[config.mk]
export PLATFORM = sky130hd
export DESIGN_NAME = comp_driver
export DESIGN_NICKNAME = d
export VERILOG_FILES = /design/src/rtl/comp_driver.sv
export SDC_FILE = /design/constraint.sdc
export NUM_CORES = 1
export LEC_CHECK = 0
export CAP_MARGIN = 10
export CORE_AREA = 4 4 85 63
export CTS_CLUSTER_DIAMETER = 80
export DETAILED_ROUTE_END_ITERATION = 8
export DIE_AREA = 0 0 89 67
export PLACE_DENSITY = 0.8
export SETUP_SLACK_MARGIN = 0.2
export SLEW_MARGIN = 5
export SYNTH_ARGS = -nofsm -noshare
export SYNTH_HDL_FRONTEND = slang
export SYNTH_SLANG_ARGS = --single-unit
[constraint.sdc]
create_clock -name clk -period 3 [get_ports clk]
set_input_delay 0.9 -clock clk [delete_from_list [all_inputs] [get_ports clk]]
set_output_delay 0.9 -clock clk [all_outputs]
set_load 0.1 [all_outputs]
[src/rtl/comp_driver.sv]
// comp_driver: exhaustive 4-bit comparator sweep driver with mismatch counting
//
// Drives all 256 (a, b) operand pairs, A-major and B-minor, into an external
// comparator. Each pair is held for settle_cyc cycles and then its {st, eq, lt}
// result is checked against an internally computed reference.
//
// Ports:
//   clk      in   rising-edge clock
//   rst_n    in   asynchronous active-low reset
//   start    in   one-cycle sweep request, accepted only when idle or done
//   abort    in   ends an active sweep; err_cnt is kept
//   a, b     out  operands driven to the comparator under test
//   st/eq/lt in   comparator result: a<b, a==b, a>b
//   busy     out  sweep in progress
//   done     out  sweep complete, held until the next start or reset
//   pass     out  done with no mismatches
//   err_cnt  out  mismatching pairs in the current or last sweep
//   fail_a/b out  operands of the first failing pair
//
// Build option: define COMP_DRV_FAILLOG_EN to capture the first failing pair
// into fail_a/fail_b. Without it both outputs are tied to zero.
module comp_driver #(
    parameter int unsigned SETTLE_CYC = 2
) (
    input  logic       clk,
    input  logic       rst_n,
    input  logic       start,
    input  logic       abort,
    output logic [3:0] a,
    output logic [3:0] b,
    input  logic       st,
    input  logic       eq,
    input  logic       lt,
    output logic       busy,
    output logic       done,
    output logic       pass,
    output logic [8:0] err_cnt,
    output logic [3:0] fail_a,
    output logic [3:0] fail_b
);
    typedef enum logic [2:0] {IDLE, DRIVE, SETTLE, SAMPLE, DONE_ST} state_t;

    localparam logic [3:0] SETTLE_LAST = 4'(SETTLE_CYC - 1);

    state_t     state, state_nx;
    logic [7:0] idx;
    logic [3:0] cnt;
    logic       accept;
    logic       kill;
    logic       mismatch;

    assign busy     = (state == DRIVE) || (state == SETTLE) || (state == SAMPLE);
    assign accept   = start && ((state == IDLE) || (state == DONE_ST));
    assign kill     = abort && busy;
    assign mismatch = {st, eq, lt} != {a < b, a == b, a > b};
    assign pass     = done && (err_cnt == 9'd0);

    always_comb begin
        state_nx = state;
        case (state)
            IDLE, DONE_ST: state_nx = start ? DRIVE : state;
            DRIVE:         state_nx = (SETTLE_CYC == 0) ? SAMPLE : SETTLE;
            SETTLE:        state_nx = (cnt == SETTLE_LAST) ? SAMPLE : SETTLE;
            SAMPLE:        state_nx = (idx == 8'hff) ? DONE_ST : DRIVE;
            default:       state_nx = IDLE;
        endcase
        if (kill)
            state_nx = IDLE;
    end

    always_ff @(posedge clk or negedge rst_n) begin
        if (!rst_n) begin
            state   <= IDLE;
            a       <= '0;
            b       <= '0;
            idx     <= '0;
            cnt     <= '0;
            err_cnt <= '0;
            done    <= 1'b0;
        end else begin
            state <= state_nx;
            if (kill) begin
                // abort wins over any sample update in the same cycle
                a    <= '0;
                b    <= '0;
                done <= 1'b0;
            end else if (accept) begin
                idx     <= '0;
                err_cnt <= '0;
                done    <= 1'b0;
            end else begin
                case (state)
                    DRIVE: begin
                        a   <= idx[7:4];
                        b   <= idx[3:0];
                        cnt <= '0;
                    end
                    SETTLE: cnt <= cnt + 4'd1;
                    SAMPLE: begin
                        if (mismatch && err_cnt != 9'd256)
                            err_cnt <= err_cnt + 9'd1;
                        if (idx != 8'hff)
                            idx <= idx + 8'd1;
                    end
                    // done is registered one cycle after entering DONE_ST
                    DONE_ST: done <= 1'b1;
                    default: ;
                endcase
            end
        end
    end

`ifdef COMP_DRV_FAILLOG_EN
    always_ff @(posedge clk or negedge rst_n) begin
        if (!rst_n) begin
            fail_a <= '0;
            fail_b <= '0;
        end else if (accept) begin
            fail_a <= '0;
            fail_b <= '0;
        end else if (state == SAMPLE && !abort && mismatch && err_cnt == 9'd0) begin
            fail_a <= a;
            fail_b <= b;
        end
    end
`else
    assign fail_a = 4'd0;
    assign fail_b = 4'd0;
`endif

endmodule

* After elaboration in Yosys (flattened, before gate mapping)
Index checks and enable logic that the tools add are counted.
Word-level totals: bits in registers 33, input bits 7, output and inout port bits 28, word-level logic and storage cells 67
Operators by class: add/subtract/negate cells 3, order comparisons 2, equal/unequal tests 12, muxes and demuxes 21, bitwise operators 2, reductions and logical operators 20
Operators by type and width (number):
- 2-to-1 mux 9 bit | 3
- 2-to-1 mux 4 bit | 6
- 2-to-1 mux 8 bit | 3
- case mux 3 bit (4 select lines) | 1
- nonzero test 2 bit | 5
- adder 9 x 1 -> 9 bit, second input constant | 1
- zero test 9 bit | 1
- 2-to-1 mux 3 bit | 3
- != test 9 bit, second input constant | 1
- AND reduction 3 bit | 3
- adder 8 x 1 -> 8 bit, second input constant | 1
- equality test 8 bit, second input constant | 1
- != test 8 bit, second input constant | 1
- case mux 4 bit (2 select lines) | 1
- equality test 3 x 2 -> 1 bit, second input constant | 2
- adder 4 x 1 -> 4 bit, second input constant | 1
- equality test 4 x 1 -> 1 bit, second input constant | 1
- equality test 4 bit | 1
- > comparator 4 bit | 1
- logical AND 1 bit | 4
- less-than comparator 4 bit | 1
- 2-to-1 mux 1 bit | 4
- equality test 3 x 1 -> 1 bit, second input constant | 1
- equality test 3 bit, second input constant | 1
- 9 further kinds | 12

* Longest topological paths before layout
depth in word-level cells 6, depth in mapped cells 9, mapped depth without buffers 8

* Least setup slack after synthesis
Ideal clock, no wire load.
path kind reg-to-reg, start point register b[3], end point register err_cnt[5], library setup time 0.078 ns, arrival 2.945 ns, required time 2.922 ns, setup slack -0.023 ns, cell stages (with the launch flop) 10, path buffers 1, period minus slack after synthesis 3.023 ns, path through dfrtp_1 > inv_1 > ha_1 > a21o_1 > or4_4 > nand3_2 > nand4_2 > buf_6 > or4_1 > a21oi_1
Between the ends: longest elaborated chain between the ends 5, elaborated cells between the ends (all ways) 7, classes of those cells 2 x order compare; 2 x eq/ne; 3 x reduce/logical
Ends and longest elaborated chain:
- start, declared | RTL line 30 | output logic [3:0] b,
- start signal, assigned | RTL line 95 | b <= idx[3:0];
- > comparator 4 bit (tied with other cells) | RTL line 55 | assign mismatch = {st, eq, lt} != {a < b, a == b, a > b};
- != test 3 bit (*) | RTL line 55
- logical AND 1 bit (*) | RTL line 100 | if (mismatch && err_cnt != 9'd256)
- nonzero test 2 bit (no line) (*)
- AND reduction 3 bit (no line) (*)
- end signal, assigned | RTL line 101 | err_cnt <= err_cnt + 9'd1;
- end, declared | RTL line 37 | output logic [8:0] err_cnt,
Mark *: on every way between the ends. The rest lies on a longest branch, timed or not. A chain may end at the register's enable or synchronous reset.

* Worst setup path in the final report
start point input port st, end point register err_cnt[4]
Between the ends: longest elaborated chain between the ends 4
Ends and longest elaborated chain:
- start, declared | RTL line 31 | input logic st,
- != test 3 bit | RTL line 55
- logical AND 1 bit | RTL line 100
- nonzero test 2 bit (no line)
- AND reduction 3 bit (no line)
Every way passes these cells.

==> qor.txt <==
die boundary width - 89 microns
cell count of the worst hold path - 2
Crit Path Category - input pin to flop
count of max-cap constraint violations - 0
total count of hold-check failures in the final report - 0
yosys warns - 0
slowest cell on the critical path - or4_4
Post-CTS Setup Repair Bufs - 0
power density of the placed cells - 665 nW/um^2
leakage power - 1.03 nW
category of the worst setup path launch point - input pin
pin count of the biggest net entering global routing - 34
total via count after detailed routing - 1780
overall fraction of global-route tracks in use - 17.6%
average instance area after synthesis - 8.74 sq um
library cell occupying the most area in the post-synthesis netlist - dfrtp_1
Synth top area share - 41.1%
layout cell share with drive strength beyond 1 - 18.8%
Worst R2R Setup Slack - 510 ps
Finished Core Util - 52.0%
depth of the most critical reg-to-reg path - 7
Reg-to-Reg Start - a[3]
largest buffer count on any clock path - 2
DIE HEIGHT - 67 microns
Root Driver - clkbuf_8
largest cells by area after synthesis - dfrtp_1 41%, o21ai_0 6.0%, ha_1 5.6%
Critical Path, Cell by Cell - clkdlybuf4s50_1, or4_4, nand3_2, nand4_2, or4_1, a21oi_1
max-slew violations - 0
Clk pin slew, worst setup/hold paths - 80 ps
Synth async-reset ratio - 100%
TritonCTS clock tree - built
placeable core area - 4600 sq um
result of the run - complete, no violations
post-detailed-placement half-perimeter wirelength - 3400 microns
maximum ir drop on the vdd rail - 0.344 mV
initial core utilization - 43.7%
leading cell types in the layout, fill and taps excluded - 28 x dfrtp_1, 26 x buf_4, 25 x nand2_1, 24 x o21ai_0, 16 x a21oi_1
number of top-level pins - 35
drt wl/cell - 14.8 microns
largest stage delay on the critical path - 540 ps
sequential-to-total area share from yosys stat - 41.1%
worst hold path endpoint - b[2]
Total Neg Setup Slack - 0 ps
final weighted congestion of routability-driven global placement - 0.877
Peak Freq - 385 MHz
Synth cell types - 47
via count of the first global-routing pass - 1642
kind of end point of the critical path - flop
end of the worst register-to-register path - err_cnt[4]
DIE AREA - 5960 sq um
net total in the final layout - 276
DRC - 0
global-route wire length before repair - 8000 microns
P&R area growth vs syn - 18.9%
initial antenna violation count - 0
setup violation total in the final timing report - 0
source of the worst hold timing path - b[2]
site row count - 21
setup repair after global routing missed its margin - false
Post-DRT Antenna Nets - 0
H-tree Lvls - 2
crit path DAT - 2820 ps
remaining global-route overflow - 0
number of flops mapped to enable cells by yosys - 0
count of cells resized by post-cts repair - 0
critical-path maximum fanout - 7
Main synth FF type - dfrtp_1
number of search-and-repair iterations in the first detailed-routing pass - 4
sum of routed wire length over all layers - 4700 microns
input/output buffers - 26
mapped cell area - 2010 sq um
final critical-path required period - 2600 ps
most common library cell in the layout ignoring fill and taps - dfrtp_1
vias per inst - 5.60
post-synthesis instance total - 230
number of antenna diodes - 0
final cycle utilization of the critical path - 86.6%
number of register bits inferred by synthesis - 33
data required time of the critical path - 3220 ps
cts hold-fix bufs - 0
final worst clock skew - 15.4 ps
TritonCTS Buffers - 5
type of the tightest min-delay check - flop to flop
insertion delay of the later-clocked pin in the worst-skew pair - 290 ps
CTS sink count - 33
Initial DRC Count - 98
[kinds of logic (layout without fill, tap and decap cells)]
group / Yosys count / in the layout / synth area share (%)
multiplexers: 1 / 1 / 0.560
XOR/XNOR: 4 / 4 / 1.74
AO/OA/AOI/OAI: 62 / 62 / 18.9
adder cells (fa/ha/maj): 9 / 9 / 5.60
flip-flops: 33 / 33 / 41.1
buffers and inverters: 30 / 54 / 7.47
AND/OR/NAND/NOR: 90 / 90 / 24.4
other: 1 / 8 / 0.187
[registers in the layout (all words and copies together) (netlist names)]
name and cells:
idx 8, err_cnt 9, state 3, a 4
b 4, cnt 4, done 1
[area by class of cell]
cell class / instances / area (sq um)
Multi-Input combinational cell: 174 / 1060
Inverter: 12 / 45.0
Timing Repair Buffer: 34 / 295
Tap cell: 57 / 71.3
Clock buffer: 6 / 72.6
Fill cell: 432 / 2210
Sequential cell: 33 / 832
Clock inverter: 2 / 10.0
[synth_stat cells, types with 5 or more instances]
cell,number
nor2_1,12
nand3_1,13
nand4_1,5
inv_1,12
nand2_1,25
buf_4,8
clkbuf_1,9
o21ai_0,24
o31ai_1,5
dfrtp_1,33
a21oi_1,16
nor2b_1,6
ha_1,9
[worst max-delay path by stage]
stage	startpoint	end	slack (ps)
3_3_place_gp	st	err_cnt[5]	160
4_1_cts	st	err_cnt[4]	420
2_1_floorplan	a[0]	err_cnt[1]	200
6_report	st	err_cnt[4]	400
3_5_place_dp	st	err_cnt[4]	120
5_1_grt	abort	err_cnt[4]	290
[where the power goes]
part           internal [mW]  switching, mW  leakage (nW)
combinational          0.216          0.465         0.541
sequential             0.499         0.0824         0.444
clock                  0.161          0.166        0.0450
[metrics by stage]
stage | total power [mW] | hold WS [ps] | cell area (sq um) | std cells | worst slack, ps
final | 1.59 | 511 | 2390 | 318 | 401
after global routing | 1.68 | 544 | 2390 | 318 | 288
after CTS | 1.60 | 515 | 2390 | 318 | 416
after detailed placement | 1.27 | 499 | 2310 | 310 | 118
after global placement | 1.26 | 491 | 2310 | 310 | 161
after floorplan | 1.07 | 490 | 2050 | 237 | 201
[critical path, delay by kind of cell]
kind / cells / cell delay [ps]
buf+inv: 1 / 470
compound gates: 1 / 150
simple gates: 4 / 1300
[layer usage]
| metal | global-route usage (%) | wire length (microns) | up-vias |
|---|---|---|---|
| met2 | 25.5 | 2030 | 63 |
| li1 | - | - | 879 |
| met1 | 24.8 | 2260 | 832 |
| met4 | 6.69 | 56 | 0 |
| met3 | 4.45 | 354 | 6 |
| met5 | 0 | 0 | - |
No activity file was read; power rests on OpenSTA's default activity.
==> RTL change (same flow settings) <==
Re-encode `state_t` (5 states) as one-hot, 5 bits wide.
--- a/src/rtl/comp_driver.sv
+++ b/src/rtl/comp_driver.sv
@@ -40,3 +40,3 @@
 );
-    typedef enum logic [2:0] {IDLE, DRIVE, SETTLE, SAMPLE, DONE_ST} state_t;
+    typedef enum logic [4:0] {IDLE = 5'b00001, DRIVE = 5'b00010, SETTLE = 5'b00100, SAMPLE = 5'b01000, DONE_ST = 5'b10000} state_t;
 
Behaviour: no difference found for any inputs over 10 cycles, from zero or initial values and one cycle with rst_n low; not proved beyond that.
==> RTL change against the original RTL <==
  * Worst hold slack better by 0.014 ns
  * Cell area grew 6.3%
  * Setup slack worse by 0.16 ns
  * Routed wire length up 3.4%
  * Area after synthesis is 5.7% higher
  * Sequential cell count is 2 higher
  * Total power decreased by 3.5%
  * Via count rose by 2.3%
  * Non-clock buffer count up 1
  * Combinational power decreased by 9.7%
  * Clock power increased by 6%
  * Critical endpoint is now err_cnt[2]$_DFFE_PN0P_
==> RTL change: results <==
[outcome]
status = finished, final reports clean

[grt]
grt_max_degree = 29
grtUsageTotal_pct = 17.37
grt_pass1_vias = 1694

[worst_setup_path]
crit_family = compound AO/OA/AOI/OAI gates
crit_arrival_ns = 2.90
rr_worst_depth = 7
r2r_start = a[1]$_DFFE_PN0P_
crit_start = abort
cpPeakStageDelay_ns = 0.50
timing.rr.end = err_cnt[6]$_DFFE_PN0P_
worstSetupEndpoint = err_cnt[2]$_DFFE_PN0P_
reg2reg_slack_ns = 0.37
cp_slowest_cell = clkdlybuf4s50_1
crit_fanout = 9

[placement]
hpwl_um = 3606
place_ws_ns = -0.2168
gp_congestion = 0.8117
placed_area_um2 = 2429
portBuffers = 26
placedCellCount = 307

[logic_synthesis]
synthCells = 229
ys_warn_count = 0
synth_common_cells = dfrtp_1, nor2_1, nand2_1, nand3_1, inv_1
ys_seq_area_share_pct = 41.28
netlist-cell-type-count = 45
synth_area_leaders = dfrtp_1, ha_1, a22o_1, nor2_1, nand3_1

[cells_and_area]
top_regs = err_cnt (9), idx (8), state (5)
final_nets = 273
regMostFlops = err_cnt
post_route_cells_drive_above_1_share_pct = 20.62
n_fill_cell = 408

[routing]
vias = 1821
wirelength_um = 4862
via_per_inst = 5.799
drt_pass1_iterations = 4
drc = 0
dr.first_iter.drc_count = 168

[timing]
worst_hold_slack_ns = 0.5247
setup_ws_ns = 0.2449
fin_skew_ns = 0.005248
slew-limit-headroom_pct = 56.06

[pwr]
p_seq_mw = 0.575
switchingPower_mw = 0.6423
power_density_nw_per_um2 = 604.0
ir_worst_vdd_mv = 0.3203
p_leak_nw = 1.120
power_frac_clock_pct = 22.4

[min_path]
min_path_cells = 1
min_to = b[3]$_DFFE_PN0P_
hold_path.class = register to register
worstHoldStart = b[3]$_DFFE_PN0P_

[clock_tree]
cts-root-buf = clkbuf_8
clkTransAtPathRegs_ns = 0.07
clk_latency_ns = 0.29
h-tree-depth = 2
cts_setup_buffers = 0
cts_resized = 1
## RTL change: metal layers
| layer | GRT usage [%] | wire, um | vias up | part of all wire [%] |
|---|---|---|---|---|
| li1 | - | - | 870 | - |
| met1 | 24.43 | 2322 | 879 | 48 |
| met2 | 25.74 | 2217 | 59 | 46 |
| met3 | 4.203 | 242 | 13 | 5.0 |
| met4 | 6.320 | 80 | 0 | 1.6 |
| met5 | 0 | 0 | - | 0 |
## RTL change: cell families after synthesis
family,after synthesis,share of synthesized area (%)
buf+inv,33,8.127
flops,35,41.28
fa+ha+maj,9,5.300
simple gates,89,23.09
compound gates,45,14.43
mux,8,3.887
other cells,1,0.1765
xor+xnor,9,3.710
## RTL change: layout make-up
type	count	area, um^2	area share (%)
clock inverters	1	5.005	0.1969
flip-flops and latches	35	890.9	35.06
well taps	57	71.32	2.806
repair buffers	35	315.3	12.41
inverters	12	45.04	1.773
clock buffers	6	82.58	3.250
multi-input cells	168	1131	44.51
